<file path="src/rtl/range_frame_source.sv">
// Buffers up to DEPTH samples and replays them as one go/finish framed burst.
// Optional continuous replay is enabled with `define RANGE_FRAME_SRC_REPEAT_EN.
module range_frame_source #(
    parameter int WIDTH = 10,
    parameter int DEPTH = 8
) (
    input  logic             clock,
    input  logic             reset,
    input  logic             load_valid,
    input  logic [WIDTH-1:0] load_data,
    output logic             load_ready,
    input  logic             clear,
    input  logic             start,
    input  logic             repeat_mode,
    output logic [WIDTH-1:0] data_out,
    output logic             go,
    output logic             finish,
    output logic             busy,
    output logic             start_error,
    output logic [WIDTH-1:0] expected_range,
    output logic [7:0]       frames_sent
);
    localparam int PW = $clog2(DEPTH);
    localparam int CW = $clog2(DEPTH + 1);

    typedef enum logic [1:0] {IDLE, FIRST, BODY} state_t;

    state_t           state_q;
    logic [WIDTH-1:0] mem_q [DEPTH];
    logic [CW-1:0]    count_q, len_q, rd_q;
    logic [WIDTH-1:0] max_q, min_q, data_q;
    logic             go_q, fin_q, serr_q;
    logic [7:0]       frames_q;

    logic             load_acc;
    logic [CW-1:0]    eff_cnt;
    logic [PW-1:0]    wptr;
    logic             start_ok;

    assign load_ready = reset && (state_q == IDLE) && (count_q < CW'(DEPTH));
    assign load_acc   = load_valid && load_ready;
    // A load on the start edge is part of the frame it launches.
    assign eff_cnt    = count_q + {{(CW-1){1'b0}}, load_acc};
    assign wptr       = clear ? '0 : count_q[PW-1:0];
    assign start_ok   = (state_q == IDLE) && start && !clear && (eff_cnt >= CW'(2));

    assign data_out       = data_q;
    assign go             = go_q;
    assign finish         = fin_q;
    assign busy           = (state_q != IDLE);
    assign start_error    = serr_q;
    assign frames_sent    = frames_q;
    assign expected_range = (count_q < CW'(2)) ? '0 : (max_q - min_q);

`ifndef RANGE_FRAME_SRC_REPEAT_EN
    logic unused_repeat;
    assign unused_repeat = repeat_mode;
`endif

    always_ff @(posedge clock) begin
        if (load_acc) mem_q[wptr] <= load_data;
    end

    always_ff @(posedge clock or negedge reset) begin
        if (!reset) begin
            state_q  <= IDLE;
            count_q  <= '0;
            len_q    <= '0;
            rd_q     <= '0;
            max_q    <= '0;
            min_q    <= '0;
            data_q   <= '0;
            go_q     <= 1'b0;
            fin_q    <= 1'b0;
            serr_q   <= 1'b0;
            frames_q <= '0;
        end else begin
            serr_q <= 1'b0;
            // Clear together with a load restarts the buffer with that sample.
            if (load_acc) begin
                count_q <= clear ? CW'(1) : count_q + CW'(1);
                if (clear || count_q == '0) begin
                    max_q <= load_data;
                    min_q <= load_data;
                end else begin
                    if (load_data > max_q) max_q <= load_data;
                    if (load_data < min_q) min_q <= load_data;
                end
            end else if (state_q == IDLE && clear) begin
                count_q <= '0;
                max_q   <= '0;
                min_q   <= '0;
            end

            case (state_q)
                IDLE: begin
                    if (start_ok) begin
                        state_q <= FIRST;
                        go_q    <= 1'b1;
                        data_q  <= mem_q[0];
                        rd_q    <= CW'(1);
                        len_q   <= eff_cnt;
                    end else if (start && !clear) begin
                        serr_q <= 1'b1;
                    end
                end
                FIRST: begin
                    state_q <= BODY;
                    go_q    <= 1'b0;
                    data_q  <= mem_q[rd_q[PW-1:0]];
                    fin_q   <= (rd_q == len_q - CW'(1));
                    rd_q    <= rd_q + CW'(1);
                end
                BODY: begin
                    if (fin_q) begin
                        frames_q <= frames_q + 8'd1;
                        fin_q    <= 1'b0;
`ifdef RANGE_FRAME_SRC_REPEAT_EN
                        if (repeat_mode) begin
                            state_q <= FIRST;
                            go_q    <= 1'b1;
                            data_q  <= mem_q[0];
                            rd_q    <= CW'(1);
                        end else begin
                            state_q <= IDLE;
                            data_q  <= '0;
                        end
`else
                        state_q <= IDLE;
                        data_q  <= '0;
`endif
                    end else begin
                        data_q <= mem_q[rd_q[PW-1:0]];
                        fin_q  <= (rd_q == len_q - CW'(1));
                        rd_q   <= rd_q + CW'(1);
                    end
                end
                default: state_q <= IDLE;
            endcase
        end
    end
endmodule

</file>
<file path="config.mk">
export PLATFORM = sky130hd
export DESIGN_NAME = range_frame_source
export DESIGN_NICKNAME = d
export VERILOG_FILES = /design/src/rtl/range_frame_source.sv
export SDC_FILE = /design/constraint.sdc
export NUM_CORES = 1
export LEC_CHECK = 0
export ABC_AREA = 1
export CAP_MARGIN = 0
export CORE_MARGIN = 2
export CORE_UTILIZATION = 30
export CTS_CLUSTER_SIZE = 16
export DETAILED_ROUTE_END_ITERATION = 16
export GPL_TIMING_DRIVEN = 0
export PLACE_DENSITY_LB_ADDON = 0.1
export SLEW_MARGIN = 20
export SYNTH_ARGS = -nofsm -noshare
export SYNTH_HDL_FRONTEND = slang
export SYNTH_SLANG_ARGS = --single-unit
export TNS_END_PERCENT = 10
</file>
<file path="constraint.sdc">
create_clock -name clock -period 2.1 [get_ports clock]
set_input_delay 0.315 -clock clock [delete_from_list [all_inputs] [get_ports clock]]
set_output_delay 0.315 -clock clock [all_outputs]
set_load 0.03 [all_outputs]
</file>
; Word-level counts from Yosys, hierarchy flattened
; Memories as Yosys holds them, arrays and structs flattened.
; Cells that the tools add are included.
[op_classes]
add_sub_neg = 6
order_cmp = 5
n_eq_ne = 8
muxes = 30
n_reduce_logical = 25
[ops]
columns = operator, n
row1 = $mux 10, 10
row2 = $pmux 10 s3, 1
row3 = $mux 4, 5
row4 = $reduce_and 2->1, 7
row5 = $pmux 4 s3, 1
row6 = $gt 10x10->1, 1
row7 = $lt 10x10->1, 1
row8 = $sub 10x10->10, 1
row9 = $add 4x1->4 const B, 2
row10 = $add 8x1->8 const B, 1
row11 = $logic_and 1x1->1, 8
row12 = $reduce_bool 2->1, 4
row13 = $mux 1, 7
row14 = $ne 2x2->1 const B, 3
row15 = $ne 3x1->1 const B, 2
row16 = $pmux 2 s3, 1
row17 = $add 4x1->4, 1
row18 = $eq 4x4->1, 1
row19 = $ge 4x2->1 const B, 1
row20 = $logic_not 4->1, 1
row21 = $lt 4x2->1 const B, 1
row22 = $lt 4x4->1 const B, 1
row23 = $mux 2, 2
row24 = $pmux 1 s2, 2
row25 = other kinds (9), 9
[totals]
regBits = 55
mem_bits_rw = 80
in_bits = 16
n_memories = 1
[mem_list]
columns = name, depth, width, rd, rd_ports_with_merged_regs, write_ports, line_no
row1 = mem_q, 8, 10, 2, 0, 1, 29  ; logic [WIDTH-1:0] mem_q [DEPTH];

; Longest topological paths before layout
[depth]
word_depth = 9
ltp_mapped = 17
mapped_depth_nobuf = 17

; Least setup slack after synthesis
; No wires, ideal clock.
[synth_timing]
path_kind = register to register
start = register state_q[0]
end = memory mem_q[3][0] (enable)
arrival_ns = 2.111
required_ns = 1.710
slack_ns = -0.401
path_stages_with_launch = 8
n_path_buf = 1
path_cell_list = dfrtp_1 > inv_1 > ha_1 > nand2_2 > nor2_4 > nand2_4 > clkbuf_1 > nor3_1
[synth_via]
elab_chain_cells = 6
[synth_rtl]
columns = item, line_no
row1 = "start, declared", 28  ; state_t state_q;
row2 = "start signal, assigned", 66  ; state_q <= IDLE;
row3 = "start signal, assigned", 98  ; state_q <= FIRST;
row4 = "start signal, assigned", 108  ; state_q <= BODY;
row5 = $logic_not 2->1, 40  ; assign load_ready = reset && (state_q == IDLE) && (count_q < CW'(DEPTH));
row6 = $logic_and 1x1->1 (2 in series), 40
row7 = via load_ready, 11  ; output logic load_ready,
row8 = $logic_and 1x1->1, 41  ; assign load_acc = load_valid && load_ready;
row9 = $mux 1, 61  ; if (load_acc) mem_q[wptr] <= load_data;
row10 = $mux 1 (implied by the code), 61
row11 = "end, declared", 29
; The timed path passes the listed nets, and every way through them passes these cells.

; Final worst setup path
[layout_timing]
start = register max_q[0]
end = output port expected_range[8]
[layout_via]
elab_chain_cells = 2
[layout_rtl]
columns = item, line_no
row1 = "start, declared", 31  ; logic [WIDTH-1:0] max_q, min_q, data_q;
row2 = "start signal, assigned", 83  ; max_q <= load_data;
row3 = "start signal, assigned", 86  ; if (load_data > max_q) max_q <= load_data;
row4 = $sub 10x10->10, 53  ; assign expected_range = (count_q < CW'(2)) ? '0 : (max_q - min_q);
row5 = $mux 10, 53
row6 = "end, declared", 20  ; output logic [WIDTH-1:0] expected_range,
; Every way passes these cells.

==> metrics.txt <==
status=finished with violations; failing checks=setup timing; antenna cells=0; number of global-route vias before repair=5403; hpwl dp=12400 µm; vias per cell=4.67; clock root cell=clkbuf_16; most frequent cells in the layout=nand2_1, nor2_1, edfxtp_1; sequential-to-total area share from yosys stat=0.550; post-route ant nets=0; total grt overflow=0; critical path startpoint=max_q[0]$_DFFE_PN0P_; DRC Markers=0; LEAKAGE=3.91 nW; RSZ-0062 raised after global routing=true; Final #Nets=890; global-route wire length before repair=28500 µm; total power=12.5 mW; Crit. End Element=primary output; Min Hold Slack=0.00847 ns; WP data required=1.78 ns; dpl cell area=0.00780 mm²; largest net degree at the start of global routing=47; area delta synth->final=30.0%; Tcrit/Tclk final=1.23; starting DRC count in detailed routing=285; CTS tree=yes; Synth Instances=740; drt pass-1 iters=4; type of origin of the critical path=flip-flop; CP endpoint=expected_range[8]; antenna violations before repair=0; vias=5277; Worst R2R Setup Slack=-0.16 ns; cells on worst reg2reg path=17; commonest non-fill, non-tap cell in the layout=nand2_1; Placeable Area=0.0226 mm²; Crit path max-delay family=adder cells; crit-path max FO=3; clock skew=0.0106 ns; Cell Area, Synth=0.00687 mm²; Initial Utilization=0.304; IR drop worst, VDD=0.000669 V; Placement Setup Slack=-0.829 ns; fill cell count=2238; Slew Limit Fails=0; R2R Path Start=state_q[1]$_DFFE_PN0P_; Final Setup Violations=34; Reg clk slew, reported paths=0.06 ns; hold crit path type=input pin to async pin; GRT Total Usage=0.155; final worst setup slack=-0.482 ns; H-tree depth=4; port bufs=47; worst path cell trace=inv_1 > ha_2 > fa_2 > inv_2 > nand3_2 > o211ai_1 > nand4_1 > nand3_1 > nand2_1 > nor2_1 > buf_4; Power Density=1400 mW/mm²; Post-Syn Nets=797; Worst Setup Path Type=flip-flop to primary output; Distinct cells, synth=31; clk sinks=135; fmax=387 MHz; cts bufs inserted=17; CP max-delay cell=dfrtp_1; Die X=155 µm; cell area after layout=0.00893 mm²; largest stage delay on the critical path=0.35 ns; Longest Clk Path Bufs=2; Bufs and invs on worst path=3; WL final=18200 µm; Worst-Margin Slew=0.692 ns; layout cells sized above 1=0.182; Crit path depth=11; Synthesis Warnings=0; die area=0.0241 mm²; Final Hold Viols=0; Worst slew margin=0.539; Yosys reg bits=135; gpl congestion=0.839; clock latency at the later pin of the worst-skew pair=0.41 ns; Period minus WS final=2.58 ns; worst r2r dst=data_out[1]$_DFFE_PN0P_; WL/cell=16.1 µm; row count=55; CP arrival=2.27 ns; die height=155 µm; num ports=49; final core occ=0.396; Syn Area/Cell=9.28 µm²; max_cap viols=0
[registers in the layout, indices dropped and copies added, names as in the netlist]
name / cells
max_q: 10
go: 1
data_out: 10
start_error: 1
mem_q: 80
state_q: 2
len_q: 4
frames_sent: 8
count_q: 4
finish: 1
rd_q: 4
min_q: 10
[layout make-up]
cell class,count,area (µm²),share of cell area
clock buffers,22,495,0.0555
repair buffers,74,749,0.0839
inverters,78,298,0.0333
plain buffers,20,135,0.0151
multi-input cells,507,3030,0.339
clock inverters,10,90.1,0.0101
flip-flops and latches,135,3780,0.423
well taps,285,357,0.0399
[worst reg2reg max path: stages (launching register included)]
cell and delay (ns):
dfrtp_1 0.40, inv_2 0.09, ha_4 0.16, nand2_4 0.05
nor2_4 0.16, nand2_8 0.07, inv_4 0.06, ha_4 0.13
ha_4 0.13, xor2_2 0.15, nor2_1 0.08, nand2_2 0.11
nand2_4 0.08, nand2_8 0.13, nand2_8 0.08, clkbuf_16 0.16
nand2_1 0.05, nand2_1 0.04
[cell families after synthesis]
family,count (synthesis),share of synthesized area
compound gates,94,0.0761
xor+xnor,20,0.0255
fa+ha+maj,41,0.0758
simple gates,352,0.214
flops,135,0.550
buf+inv,98,0.0586
[per-layer routing]
layer	up-vias	part of all wire	track usage
li1	2624	-	-
met1	2517	0.43	0.187
met2	115	0.51	0.272
met3	21	0.043	0.0345
met4	0	0.018	0.0533
met5	-	0	0
[report_power, final]
group          total, mW  switching (mW)  leakage (nW)  internal (mW)
combinational       6.04            3.68          2.17           2.36
clock               2.94            1.15         0.288           1.80
sequential          3.53           0.303          1.44           3.23
total               12.5            5.14          3.91           7.38
[worst min-delay path by stage]
stage                               startpoint                       to  depth (start not counted)
after floorplan                          reset   count_q[0]$_DFFE_PN0P_                          0
after global placement    min_q[8]$_DFFE_PN0P_     min_q[8]$_DFFE_PN0P_                          2
after detailed placement                 reset  data_out[8]$_DFFE_PN0P_                          1
after CTS                                reset  data_out[4]$_DFFE_PN0P_                          3
after global routing                     reset  data_out[5]$_DFFE_PN0P_                          3
final                                    reset  data_out[4]$_DFFE_PN0P_                          3
[synth_stat cells (all sizes together)]
cell type,number,share of area
a31oi,1,0.00091
clkinv,2,0.0011
or2,1,0.00091
clkbuf,7,0.0038
dfrtp,55,0.20
nand4,6,0.0055
a21oi,21,0.015
inv,76,0.042
buf,13,0.012
nor2,108,0.061
o21a,4,0.0046
o2bb2ai,1,0.0013
nand3,39,0.028
edfxtp,80,0.35
fa,1,0.0029
nand2,188,0.11
xor2,15,0.019
ha,40,0.073
nand3b,1,0.0011
o21ai,54,0.040
nor3,9,0.0066
o21bai,1,0.0011
o211ai,12,0.013
xnor2,5,0.0064
[through the flow]
stage          TNS [ns]  cells
2_1_floorplan     -5.84    740
6_report          -4.64   1131
4_1_cts           -6.72   1118
5_1_grt          -10.91   1131
3_3_place_gp    -415.15   1072
3_5_place_dp     -68.67   1074
[what timing repair did]
item | 4_1_cts | 5_1_grt
pin swaps | 14 | 18
endpoints found under the hold margin | 9 | 0
resized for setup | 96 | 48
buffers inserted | 10 | 12
gates cloned | 0 | 1
setup endpoints to repair | 108 | 117
hold buffers | 2 | 0
(Power assumes the default switching activity.)
==> variant, RTL diff (same settings) <==
Put one more register stage on the output `start_error`, without a reset. The value now appears one clock later. The other outputs are not delayed to match.
--- a/src/rtl/range_frame_source.sv
+++ b/src/rtl/range_frame_source.sv
@@ -48,7 +48,9 @@
     assign go             = go_q;
     assign finish         = fin_q;
     assign busy           = (state_q != IDLE);
-    assign start_error    = serr_q;
+    always_ff @(posedge clock) begin
+        start_error <= serr_q;
+    end
     assign frames_sent    = frames_q;
     assign expected_range = (count_q < CW'(2)) ? '0 : (max_q - min_q);
 
Check against the original RTL: not equivalent (Yosys sat finds a counterexample within 4 cycles, from zero or initial values and one cycle with reset low).
==> variant against the unedited design <==
  * The flow still finishes with violations (negative setup slack)
  * Clock power grew 6%
  * Core utilization rose by 0.33 points
  * Critical path type unchanged
  * Largest cell class unchanged
  * Area after synthesis increased by 0.56%
  * Sequential cell count grew 1
  * Sequential share of layout area shrank 0.22 points
  * Worst hold slack better by 330 ps
  * Wire length up 0.14%
  * Via count increased by 0.42%
  * Worst setup slack improved by 70 ps
  * Cell area grew 1.1%
  * Power up 2.1%
==> variant: results (changes against the unedited design) <==
synthTopCellsByCount: "nand2_1 (179), nor2_1 (105), edfxtp_1 (80)"
synth_edf_count: 80  # unchanged
drt-pass1-iter-count: 4  # unchanged
ir_drop_mv: 0.691  # +3.3%
totalWireLength_um: 18200  # +0.14%
dp_cells: 1076  # +0.19%
setup_tns_ps: -4170  # +471 ps
gp_congestion: 0.847  # +1.0%
violations: "negative setup slack"
worst_slew_pin_slew_ps: 873  # +181 ps
wl_met2_um: 8850  # -4.4%
grt_max_degree: 41  # -13%
synth-compound-area-share_pct: 7.55  # -0.061 points
vias: 5299  # +0.42%
yosys-top-cells-area: "edfxtp_1 (35%), dfrtp_1 (20%), nand2_1 (9.7%)"
largest_reg_flops: 80  # unchanged
synth_adder_area_share_pct: 7.53  # -0.043 points
grt_pass1_wl_um: 28900  # +1.4%
port_buffers: 47  # unchanged
r2r-start: "state_q[0]$_DFFE_PN0P_"
met3_usage_pct: 3.44  # -0.0096 points
outcome: "complete, but fails checks"
clock_latency_ps: 420
wl_met1_um: 8410  # +7.9%
hold_path_class: "flop to flop"
synthArstFlopShare_pct: 40.4  # -0.30 points
track_usage_pct: 15.7  # +0.21 points
yosys.cell_types.count: 33  # +6.5%
first_global_vias: 5237  # -3.1%
numCtsBuffers: 17  # unchanged
synth_fp_nets: 799  # +0.25%
drc: 0  # unchanged
layout.nets: 898  # +0.90%
wl_met3_um: 637  # -18%
top_register: "mem_q"
cts-root-buf: "clkbuf_16"
top_layer: "met4"
antenna_found_initial: 0  # unchanged
placed_area_um2: 7830  # +0.40%
wl_per_cell_um: 16.0  # -0.57%
synth_xor_area_share_pct: 2.54  # -0.014 points
postSynthCellCount: 742  # +0.27%
grtUsageMet2_pct: 25.9  # -1.4 points
ys_seq_area_share_pct: 55.0  # about the same
nFillCells: 2212  # -1.2%
grt_overflow: 0  # unchanged
ys.flop_type: "edfxtp_1"
place_ws_ps: -999  # -170 ps
first_iter_violations: 303  # +6.3%
yosys_warnings: 0  # unchanged
drive_gt1_share_pct: 18.6  # +0.41 points
setup_ws_ps: -412  # +70.2 ps
finalClockSkew_ps: 12.3  # +1.67 ps
use_met1_pct: 20.4  # +1.7 points
p_leak_nw: 3.94  # +1.0%
setup_viol: 38  # +12%
startpoint: "min_q[0]$_DFFE_PN0P_"
critPathArrivalTime_ps: 2200  # -70 ps
dp_hpwl_um: 12300  # -0.97%
synth_mux_area_share_pct: 0  # unchanged
## variant: changes by cell type after synthesis, sizes merged
cell	unedited run	this run
nand2	188	190
dfxtp	0	1
o21a	4	3
## variant: power breakdown
part	switching [mW]	internal, mW
clock network	1.15	1.98
registers	0.345	3.26
logic	3.64	2.40
## variant: cells by family after synthesis
logic type / after synthesis
and+or+nand+nor: 354
adders and majority gates: 41
xor gates and xnor gates: 20
buffers and inverters: 98
DFF: 136
AOI/OAI and AO/OA: 93
## variant: path summary, 6_finish.rpt
path	slack, ps	depth (start not counted)	to
hold / removal	340	0	start_error$_DFF_P_
min in group asynchronous	570	2	data_out[6]$_DFFE_PN0P_
setup / recovery	-410	10	expected_range[8]
setup reg to reg	-180	17	data_out[6]$_DFFE_PN0P_
hold reg to reg	340	0	start_error$_DFF_P_
max in group asynchronous	980	2	min_q[9]$_DFFE_PN0P_
## variant: cell type report
type | instances | area [µm²] | area share [%]
sequential | 136 | 3800 | 42.1
buffer | 20 | 130 | 1.44
clock inverter | 8 | 77.6 | 0.859
multi-input combinational | 508 | 3040 | 33.6
inverter | 78 | 303 | 3.35
timing repair buffer | 80 | 773 | 8.56
tap | 285 | 357 | 3.95
clock buffer | 24 | 557 | 6.16
## variant: timing repair
item | 4_1_cts | 5_1_grt
resized for setup | 90 | 47
pin swaps | 12 | 24
buffers inserted | 9 | 18
hold endpoints to repair | 15 | 0
hold buffers | 3 | 0
setup endpoints to repair | 103 | 110
gates cloned | 0 | 1
## variant: worst max-delay path: stages (launching register included)
cell      delay, ps
dfrtp_1         410
ha_2            200
fa_2            330
inv_2            70
nand3_2          50
o211ai_1        160
nand4_1         160
nand3_1         100
nand2_1          50
nor2_1          100
buf_4           170
